===== src/rtl/jk_bank_sequencer_if.sv =====
// jk_bank_sequencer_if: command handshake and JK bank feedback bundle for the sequencer
interface jk_bank_sequencer_if #(
    parameter int WIDTH = 4,
    parameter int CNT_W = 8
);
    logic             start;
    logic [2:0]       op;
    logic [WIDTH-1:0] operand;
    logic [CNT_W-1:0] count;
    logic [WIDTH-1:0] q;
    logic [WIDTH-1:0] j;
    logic [WIDTH-1:0] k;
    logic             busy;
    logic             done;
    logic             mismatch;

    modport master (output start, op, operand, count, q, input j, k, busy, done, mismatch);
    modport slave  (input start, op, operand, count, q, output j, k, busy, done, mismatch);
endinterface


===== src/rtl/jk_bank_sequencer.sv =====
// jk_bank_sequencer: drives j/k commands into a JK flip-flop bank and verifies the resulting value
module jk_bank_sequencer #(
    parameter int WIDTH = 4,
    parameter int CNT_W = 8
) (
    input logic               clk,
    input logic               rst,
    jk_bank_sequencer_if.slave bus
);
    typedef enum logic [1:0] {IDLE, RUN, SETTLE, DONE} state_t;

    state_t           state;
    logic [2:0]       op_r;
    logic [CNT_W-1:0] rem;
    logic [WIDTH-1:0] expected;
    logic             illegal;

    function automatic logic is_count(input logic [2:0] o);
        return o == 3'd5 || o == 3'd6;
    endfunction

    // Toggle mask for one count step: a bit toggles when every lower bit is 1 (up) or 0 (down).
    function automatic logic [WIDTH-1:0] step_mask(input logic [WIDTH-1:0] v, input logic down);
        logic [WIDTH-1:0] m;
        logic             c;
        c = 1'b1;
        for (int i = 0; i < WIDTH; i++) begin
            m[i] = c;
            c    = c & (v[i] ^ down);
        end
        return m;
    endfunction

    // Packed {j, k} command for one RUN cycle.
    function automatic logic [2*WIDTH-1:0] command(input logic [2:0] o, input logic [WIDTH-1:0] opd,
                                                   input logic [WIDTH-1:0] v);
        case (o)
            3'd1:    return {opd, ~opd};
            3'd2:    return {opd, {WIDTH{1'b0}}};
            3'd3:    return {{WIDTH{1'b0}}, opd};
            3'd4:    return {opd, opd};
            3'd5:    return {2{step_mask(v, 1'b0)}};
            3'd6:    return {2{step_mask(v, 1'b1)}};
            default: return '0;
        endcase
    endfunction

    // Value the bank must hold once the whole operation has completed.
    function automatic logic [WIDTH-1:0] expect_of(input logic [2:0] o, input logic [WIDTH-1:0] opd,
                                                   input logic [CNT_W-1:0] cnt, input logic [WIDTH-1:0] v);
        case (o)
            3'd1:    return opd;
            3'd2:    return v | opd;
            3'd3:    return v & ~opd;
            3'd4:    return v ^ opd;
            3'd5:    return v + WIDTH'(cnt);
            3'd6:    return v - WIDTH'(cnt);
            default: return v;
        endcase
    endfunction

    // Sequencer FSM; all outputs are registered and only RUN carries non-zero j/k.
    always_ff @(posedge clk) begin
        if (rst) begin
            state        <= IDLE;
            bus.j        <= '0;
            bus.k        <= '0;
            bus.busy     <= 1'b0;
            bus.done     <= 1'b0;
            bus.mismatch <= 1'b0;
            rem          <= '0;
            op_r         <= '0;
            expected     <= '0;
            illegal      <= 1'b0;
        end else begin
            case (state)
                IDLE: if (bus.start) begin
                    op_r         <= bus.op;
                    rem          <= bus.count;
                    expected     <= expect_of(bus.op, bus.operand, bus.count, bus.q);
                    illegal      <= bus.op == 3'd7;
                    bus.mismatch <= 1'b0;
                    bus.busy     <= 1'b1;
                    if (is_count(bus.op) && bus.count == '0) begin
                        state    <= DONE;
                        bus.done <= 1'b1;
                    end else begin
                        state            <= RUN;
                        {bus.j, bus.k}   <= command(bus.op, bus.operand, bus.q);
                    end
                end
                RUN: begin
                    bus.j <= '0;
                    bus.k <= '0;
                    state <= SETTLE;
                end
                SETTLE: if (is_count(op_r) && rem > CNT_W'(1)) begin
                    rem            <= rem - CNT_W'(1);
                    {bus.j, bus.k} <= command(op_r, '0, bus.q);
                    state          <= RUN;
                end else begin
                    rem          <= '0;
                    state        <= DONE;
                    bus.done     <= 1'b1;
                    bus.mismatch <= illegal || bus.q != expected;
                end
                default: begin
                    bus.done <= 1'b0;
                    bus.busy <= 1'b0;
                    state    <= IDLE;
                end
            endcase
        end
    end
endmodule


===== src/flat_wrapper.sv =====
// flat-port wrapper written by rule: the top's interface ports become plain ports
module jk_bank_sequencer_flat 
#(
    parameter int WIDTH = 4,
    parameter int CNT_W = 8
)
  (clk, rst, bus_start, bus_op, bus_operand, bus_count, bus_q, bus_j, bus_k, bus_busy, bus_done, bus_mismatch);
  jk_bank_sequencer_if #(.WIDTH(WIDTH), .CNT_W(CNT_W)) bus_i ();
  input logic clk;
  input logic rst;
  input wire logic [$bits(bus_i.start)-1:0] bus_start;
  input wire logic [$bits(bus_i.op)-1:0] bus_op;
  input wire logic [$bits(bus_i.operand)-1:0] bus_operand;
  input wire logic [$bits(bus_i.count)-1:0] bus_count;
  input wire logic [$bits(bus_i.q)-1:0] bus_q;
  output wire logic [$bits(bus_i.j)-1:0] bus_j;
  output wire logic [$bits(bus_i.k)-1:0] bus_k;
  output wire logic [$bits(bus_i.busy)-1:0] bus_busy;
  output wire logic [$bits(bus_i.done)-1:0] bus_done;
  output wire logic [$bits(bus_i.mismatch)-1:0] bus_mismatch;
  assign bus_i.start = bus_start;
  assign bus_i.op = bus_op;
  assign bus_i.operand = bus_operand;
  assign bus_i.count = bus_count;
  assign bus_i.q = bus_q;
  assign bus_j = bus_i.j;
  assign bus_k = bus_i.k;
  assign bus_busy = bus_i.busy;
  assign bus_done = bus_i.done;
  assign bus_mismatch = bus_i.mismatch;
  jk_bank_sequencer #(.WIDTH(WIDTH), .CNT_W(CNT_W)) u_core (.clk(clk), .rst(rst), .bus(bus_i));
endmodule

===== config.mk =====
export PLATFORM = sky130hd
export DESIGN_NAME = jk_bank_sequencer_flat
export DESIGN_NICKNAME = d
export VERILOG_FILES = /design/src/rtl/jk_bank_sequencer_if.sv /design/src/rtl/jk_bank_sequencer.sv /design/src/flat_wrapper.sv
export SDC_FILE = /design/constraint.sdc
export NUM_CORES = 1
export LEC_CHECK = 0
export CORE_MARGIN = 10
export CORE_UTILIZATION = 30
export DETAILED_ROUTE_END_ITERATION = 10
export PLACE_DENSITY = 0.53
export SYNTH_ARGS = -nofsm -noshare
export SYNTH_HDL_FRONTEND = slang
export SYNTH_SLANG_ARGS = --single-unit

===== constraint.sdc =====
create_clock -name clk -period 2.5 [get_ports clk]
set_input_delay 0.375 -clock clk [delete_from_list [all_inputs] [get_ports clk]]
set_output_delay 0.375 -clock clk [all_outputs]
set_load 0.01 [all_outputs]

## Yosys cells after proc, flatten, opt, wreduce, memory -nomap -nowiden

Index checks and enable logic that the tools add are counted.

| operators by class | value |
|---|---|
| add/subtract/negate cells | 3 |
| $lt $le $gt $ge | 1 |
| equal/unequal tests | 18 |
| muxes and demuxes | 27 |
| bitwise operators | 13 |
| reduce and logical (&&, ||, !) cells | 16 |

Operators with widths:

| kind | count |
|---|---|
| 8-bit one-hot mux with 6 select lines | 1 |
| 4-bit 2-to-1 mux | 6 |
| 4-bit one-hot mux with 3 select lines | 2 |
| 4-bit one-hot mux with 6 select lines | 1 |
| 8-bit one-hot mux with 3 select lines | 1 |
| 3-bit equality test, second input constant | 6 |
| 8-bit 2-to-1 mux | 2 |
| 8-bit one-hot mux with 2 select lines | 1 |
| 8-bit by 1-bit greater-than comparator with 1-bit output, second input constant | 1 |
| 8-bit zero test | 1 |
| 4-bit AND reduction | 2 |
| 8-bit by 1-bit subtractor with 8-bit output, second input constant | 1 |
| 3-bit by 1-bit equality test with 1-bit output, second input constant | 2 |
| 3-bit by 2-bit equality test with 1-bit output, second input constant | 2 |
| 1-bit 2-to-1 mux | 6 |
| 2-bit 2-to-1 mux | 3 |
| 2-bit inequality test, second input constant | 3 |
| 2-bit one-hot mux with 3 select lines | 1 |
| 2-bit AND reduction | 3 |
| 1-bit inverter | 5 |
| 4-bit adder | 1 |
| 1-bit AND | 4 |
| 4-bit AND | 1 |
| 2-bit by 1-bit inequality test with 1-bit output, second input constant | 2 |
| other kinds (16) | 20 |

| storage, ports and cells | value |
|---|---|
| register bits | 29 |
| input bits | 22 |
| output and inout port bits | 11 |
| word-level logic and storage cells | 88 |

## Longest topological paths before layout

| logic depth | value |
|---|---|
| depth in word-level cells | 7 |
| mapped depth | 12 |
| depth with buffers taken out | 11 |

## Least setup slack after synthesis

Ideal clock, no wire load.

| path | value |
|---|---|
| path kind | input to register |
| start | in bus_op[1] |
| end | reg u_core.expected[1] |
| library setup time | 0.070 ns |
| arrival time | 2.581 ns |
| required time | 2.430 ns |
| path slack | -0.151 ns |
| stages on the path | 9 |
| path buffers | 2 |
| cell sequence | buf_2 buf_1 nand3b_1 o21ai_0 fa_1 a21o_1 a222oi_1 o221ai_1 a21oi_1 |

| between the ends | value |
|---|---|
| word-level cells in the longest chain between the ends | 2 |
| elaborated cells on any way between the ends | 7 |
| classes of those cells | eq/ne (6); mux (1) |

Ends and longest elaborated chain:

| item | RTL line | text |
|---|---|---|
| start: declaration | flat_wrapper.sv:12 | `input wire logic [$bits(bus_i.op)-1:0] bus_op;` |
| 3-bit equality test (tied with other cells) | jk_bank_sequencer.sv:51 | `case (o)` |
| 4-bit one-hot mux with 6 select lines * | jk_bank_sequencer.sv:51 |  |
| end signal: assignment | jk_bank_sequencer.sv:80 | `expected <= expect_of(bus.op, bus.operand, bus.count, bus.q);` |
| end: declaration | jk_bank_sequencer.sv:15 | `logic [WIDTH-1:0] expected;` |

Every way passes the cells marked *; elsewhere a longest branch is shown, timed or not.
A chain may end at the register's enable or synchronous reset.

## Worst setup path in the final report

| path | value |
|---|---|
| start | in bus_q[0] |
| end | reg u_core.expected[1] |

| between the ends | value |
|---|---|
| word-level cells in the longest chain between the ends | 2 |
| elaborated cells on any way between the ends | 3 |
| classes of those cells | add/sub (2); mux (1) |

Ends and longest elaborated chain:

| item | RTL line | text |
|---|---|---|
| start: declaration | flat_wrapper.sv:15 | `input wire logic [$bits(bus_i.q)-1:0] bus_q;` |
| 4-bit subtractor / 4-bit adder (equally long branches) | jk_bank_sequencer.sv:57, jk_bank_sequencer.sv:56 |  |
| 4-bit one-hot mux with 6 select lines * | jk_bank_sequencer.sv:51 |  |

Marks and branches as above.

==> results.py <==
metrics = {
    "worst_setup_path": {
        "critPathRequiredTime_ns": 2.72,
        "cp_max_fo": 2,
        "criticalPathCategory": "in2reg",
        "cp-end-kind": "flop",
        "arrival_ns": 2.46,
        "crit_path_start_kind": "input port",
        "r2r_start": "u_core.rem[0]",
        "crit_start": "bus_q[0]",
    },
    "yosys": {
        "yosysMostFrequentCell": "inv_1",
        "synth_ff_type": "dfxtp_1",
        "netlist_top_cells_area": "dfxtp_1, ha_1, inv_1",
        "synth-async-reset-ratio_pct": 0,
        "synth-seq-cells": 29,
        "ys_warn_count": 0,
        "synth_area_leader_cell": "dfxtp_1",
        "synth_top_area_share_pct": 21.95,
        "syn_area_um2": 2645,
        "synth_edf_count": 0,
        "synth_nets": 378,
        "syn_avg_cell_area_um2": 7.872,
        "ys_seq_area_share_pct": 21.95,
        "netlist_instances": 336,
        "yosysUniqueCellTypes": 69,
        "ys_top_cells_by_count": "inv_1, dfxtp_1, a21oi_1",
    },
    "cts": {
        "htree_levels": 2,
        "clk_latency_ns": 0.29,
        "ctsHoldBuffers": 0,
        "clk_pin_slew_ns": 0.07,
        "cts_inserted_buffers": 5,
        "clock_path_buffers": 2,
        "cts_root_buf": "clkbuf_8",
        "tritoncts": "built",
        "cts_sinks": 29,
    },
    "final_layout": {
        "fillers": 898,
        "regArea_um2": 580.6,
        "drive_gt1_share_pct": 15.00,
        "fin_area_um2": 3327,
        "nNetsFinal": 422,
        "multi_input_area_um2": 1862,
        "antenna_cells": 0,
        "area_growth_pct": 25.78,
    },
    "hold_path": {
        "worstHoldStart": "u_core.bus.k[1]",
        "worst_hold_path_type": "reg2reg",
    },
    "power": {
        "power.density_nw_per_um2": 838.9,
        "p_int_mw": 1.556,
        "power_mw": 2.791,
        "power_frac_comb_pct": 59.2,
        "vdd_ir_drop_max_v": 0.0003359,
        "clkPwrFrac_pct": 14.5,
        "power.switching_mw": 1.235,
        "swShare_pct": 44.24,
        "power.share.sequential_pct": 26.3,
        "p_leak_nw": 1.372,
    },
    "drt": {
        "dr_total_vias": 2653,
        "wl_met1_um": 3780,
        "drt-pass1-iter-count": 4,
        "drtIter0Drc": 154,
        "highest_layer": "met4",
        "totalWireLength_um": 7935,
        "ant_nets": 0,
        "vias_per_cell": 5.436,
        "dr_wl_met2_um": 3559,
        "wl_met3_um": 450,
        "route.detailed.drc": 0,
        "wl_per_cell_um": 16.26,
    },
    "global_route": {
        "antenna_found_initial": 0,
        "grt_pass1_wl_um": 13060,
        "grt_max_degree": 28,
        "grt.overflow.total": 0,
        "grt_use_total_pct": 12.05,
        "grt_pass1_vias": 2619,
    },
    "sta": {
        "tns_ns": 0,
        "fmax_ghz": 0.4449,
        "post-route-period-util_pct": 89.90,
        "setup_violations": 0,
        "tightest_slew_ns": 0.4374,
        "drv_slew": 0,
        "rsz0062_at_grt": "false",
        "final_hold_viol_count": 0,
        "max_slew_margin_pct": 70.84,
        "finClkSkew_ns": 0.004857,
        "period_minus_slack_ns": 2.248,
    },
    "run_status": {
        "status": "finished, final reports clean",
    },
    "floorplan": {
        "fp.dieW_um": 113.9,
        "core-area_um2": 8636,
        "start_util_pct": 30.63,
        "dieHeight_um": 113.9,
        "rows": 34,
        "die_area_um2": 12970,
        "ios": 33,
    },
    "placement": {
        "port_buffers": 32,
        "place_hpwl_um": 6165,
        "dpl_cell_area_um2": 3194,
        "gp_congestion": 0.8322,
    },
    "flow_run": {
        "drv_cap": 0,
    },
}
## routing by layer
layer	vias to the layer above	GRT usage, %
li1	1328	-
met1	1252	15.95
met2	59	18.86
met3	14	3.045
met4	0	3.425
met5	-	0
## worst max-delay path, cell delays in order
cell	delay (ns)
clkdlybuf4s50_1	0.48
inv_1	0.08
ha_1	0.23
fa_1	0.46
a21o_1	0.20
a222oi_1	0.30
o221ai_1	0.16
a21oi_1	0.17
## placed cells by master, fill, tap and decap left out, types with 8 or more instances in the layout
master | synthesis | routed
o21ai_0 | 12 | 11
buf_4 | 0 | 25
dfxtp_1 | 29 | 29
a21oi_1 | 27 | 25
nand2_1 | 26 | 26
nor3_1 | 9 | 9
nor2_1 | 12 | 12
inv_1 | 37 | 37
nand3_1 | 8 | 8
nand2b_1 | 9 | 9
clkdlybuf4s50_1 | 0 | 27
ha_1 | 19 | 19
## through the flow
stage / setup WS (ns) / hold slack [ns] / util [%] / std cells
CTS: 0.005067 / 0.4640 / 38.13 / 488
floorplan: 0.06062 / 0.4481 / - / 336
detailed placement: -0.3163 / 0.4534 / 36.99 / 481
global route: 0.09988 / 0.4793 / 38.53 / 488
global placement: -0.2434 / 0.4481 / 36.99 / 481
finish: 0.2524 / 0.4618 / 38.53 / 488
## layout make-up
type	count	area share, %
clock buffer	7	2.595
multi-input combinational	249	55.96
sequential	29	17.45
inverter	38	4.287
tap	108	4.062
timing repair buffer	57	15.64
## path summary, 6_finish.rpt
path	endpoint	slack [ns]	cells after the start
worst max register to register	u_core.bus.done	0.45	8
worst min register to register	u_core.bus.k[1]	0.46	2
worst min-delay path	u_core.bus.k[1]	0.46	2
worst max-delay path	u_core.expected[1]	0.25	8
## state kept, by name (all words and copies together) (netlist names)
| signal | flops |
|---|---|
| u_core.rem | 8 |
| u_core.bus.j | 4 |
| u_core.bus.k | 4 |
| u_core.expected | 4 |
| u_core.op_r | 3 |
| u_core.state | 2 |
| u_core.bus.busy | 1 |
| u_core.bus.done | 1 |
| u_core.bus.mismatch | 1 |
| u_core.illegal | 1 |
## cell families after synthesis
| family | count (synthesis) | synth area share (%) |
|---|---|---|
| adders and majority gates | 20 | 9.745 |
| buffers and inverters | 58 | 8.940 |
| xor gates and xnor gates | 12 | 3.973 |
| muxes | 7 | 2.696 |
| DFF | 29 | 21.95 |
| AOI/OAI and AO/OA | 105 | 29.66 |
| and+or+nand+nor | 105 | 23.04 |
## repair_timing
action,in CTS,in global routing
gates cloned,0,0
resized for setup,2,10
setup buffers,0,0
hold endpoints to repair,0,0
pin swaps,0,9
endpoints found under the setup margin,1,3
## power groups by stage
stage / combinational, mW / sequential (mW) / clock (mW)
after floorplan: 1.12 / 0.755 / 0
final: 1.65 / 0.733 / 0.405
after global routing: 1.84 / 0.756 / 0.432
after CTS: 1.65 / 0.733 / 0.416
after global placement: 1.64 / 0.737 / 0
after detailed placement: 1.64 / 0.743 / 0
No activity file was read; power rests on OpenSTA's default activity.
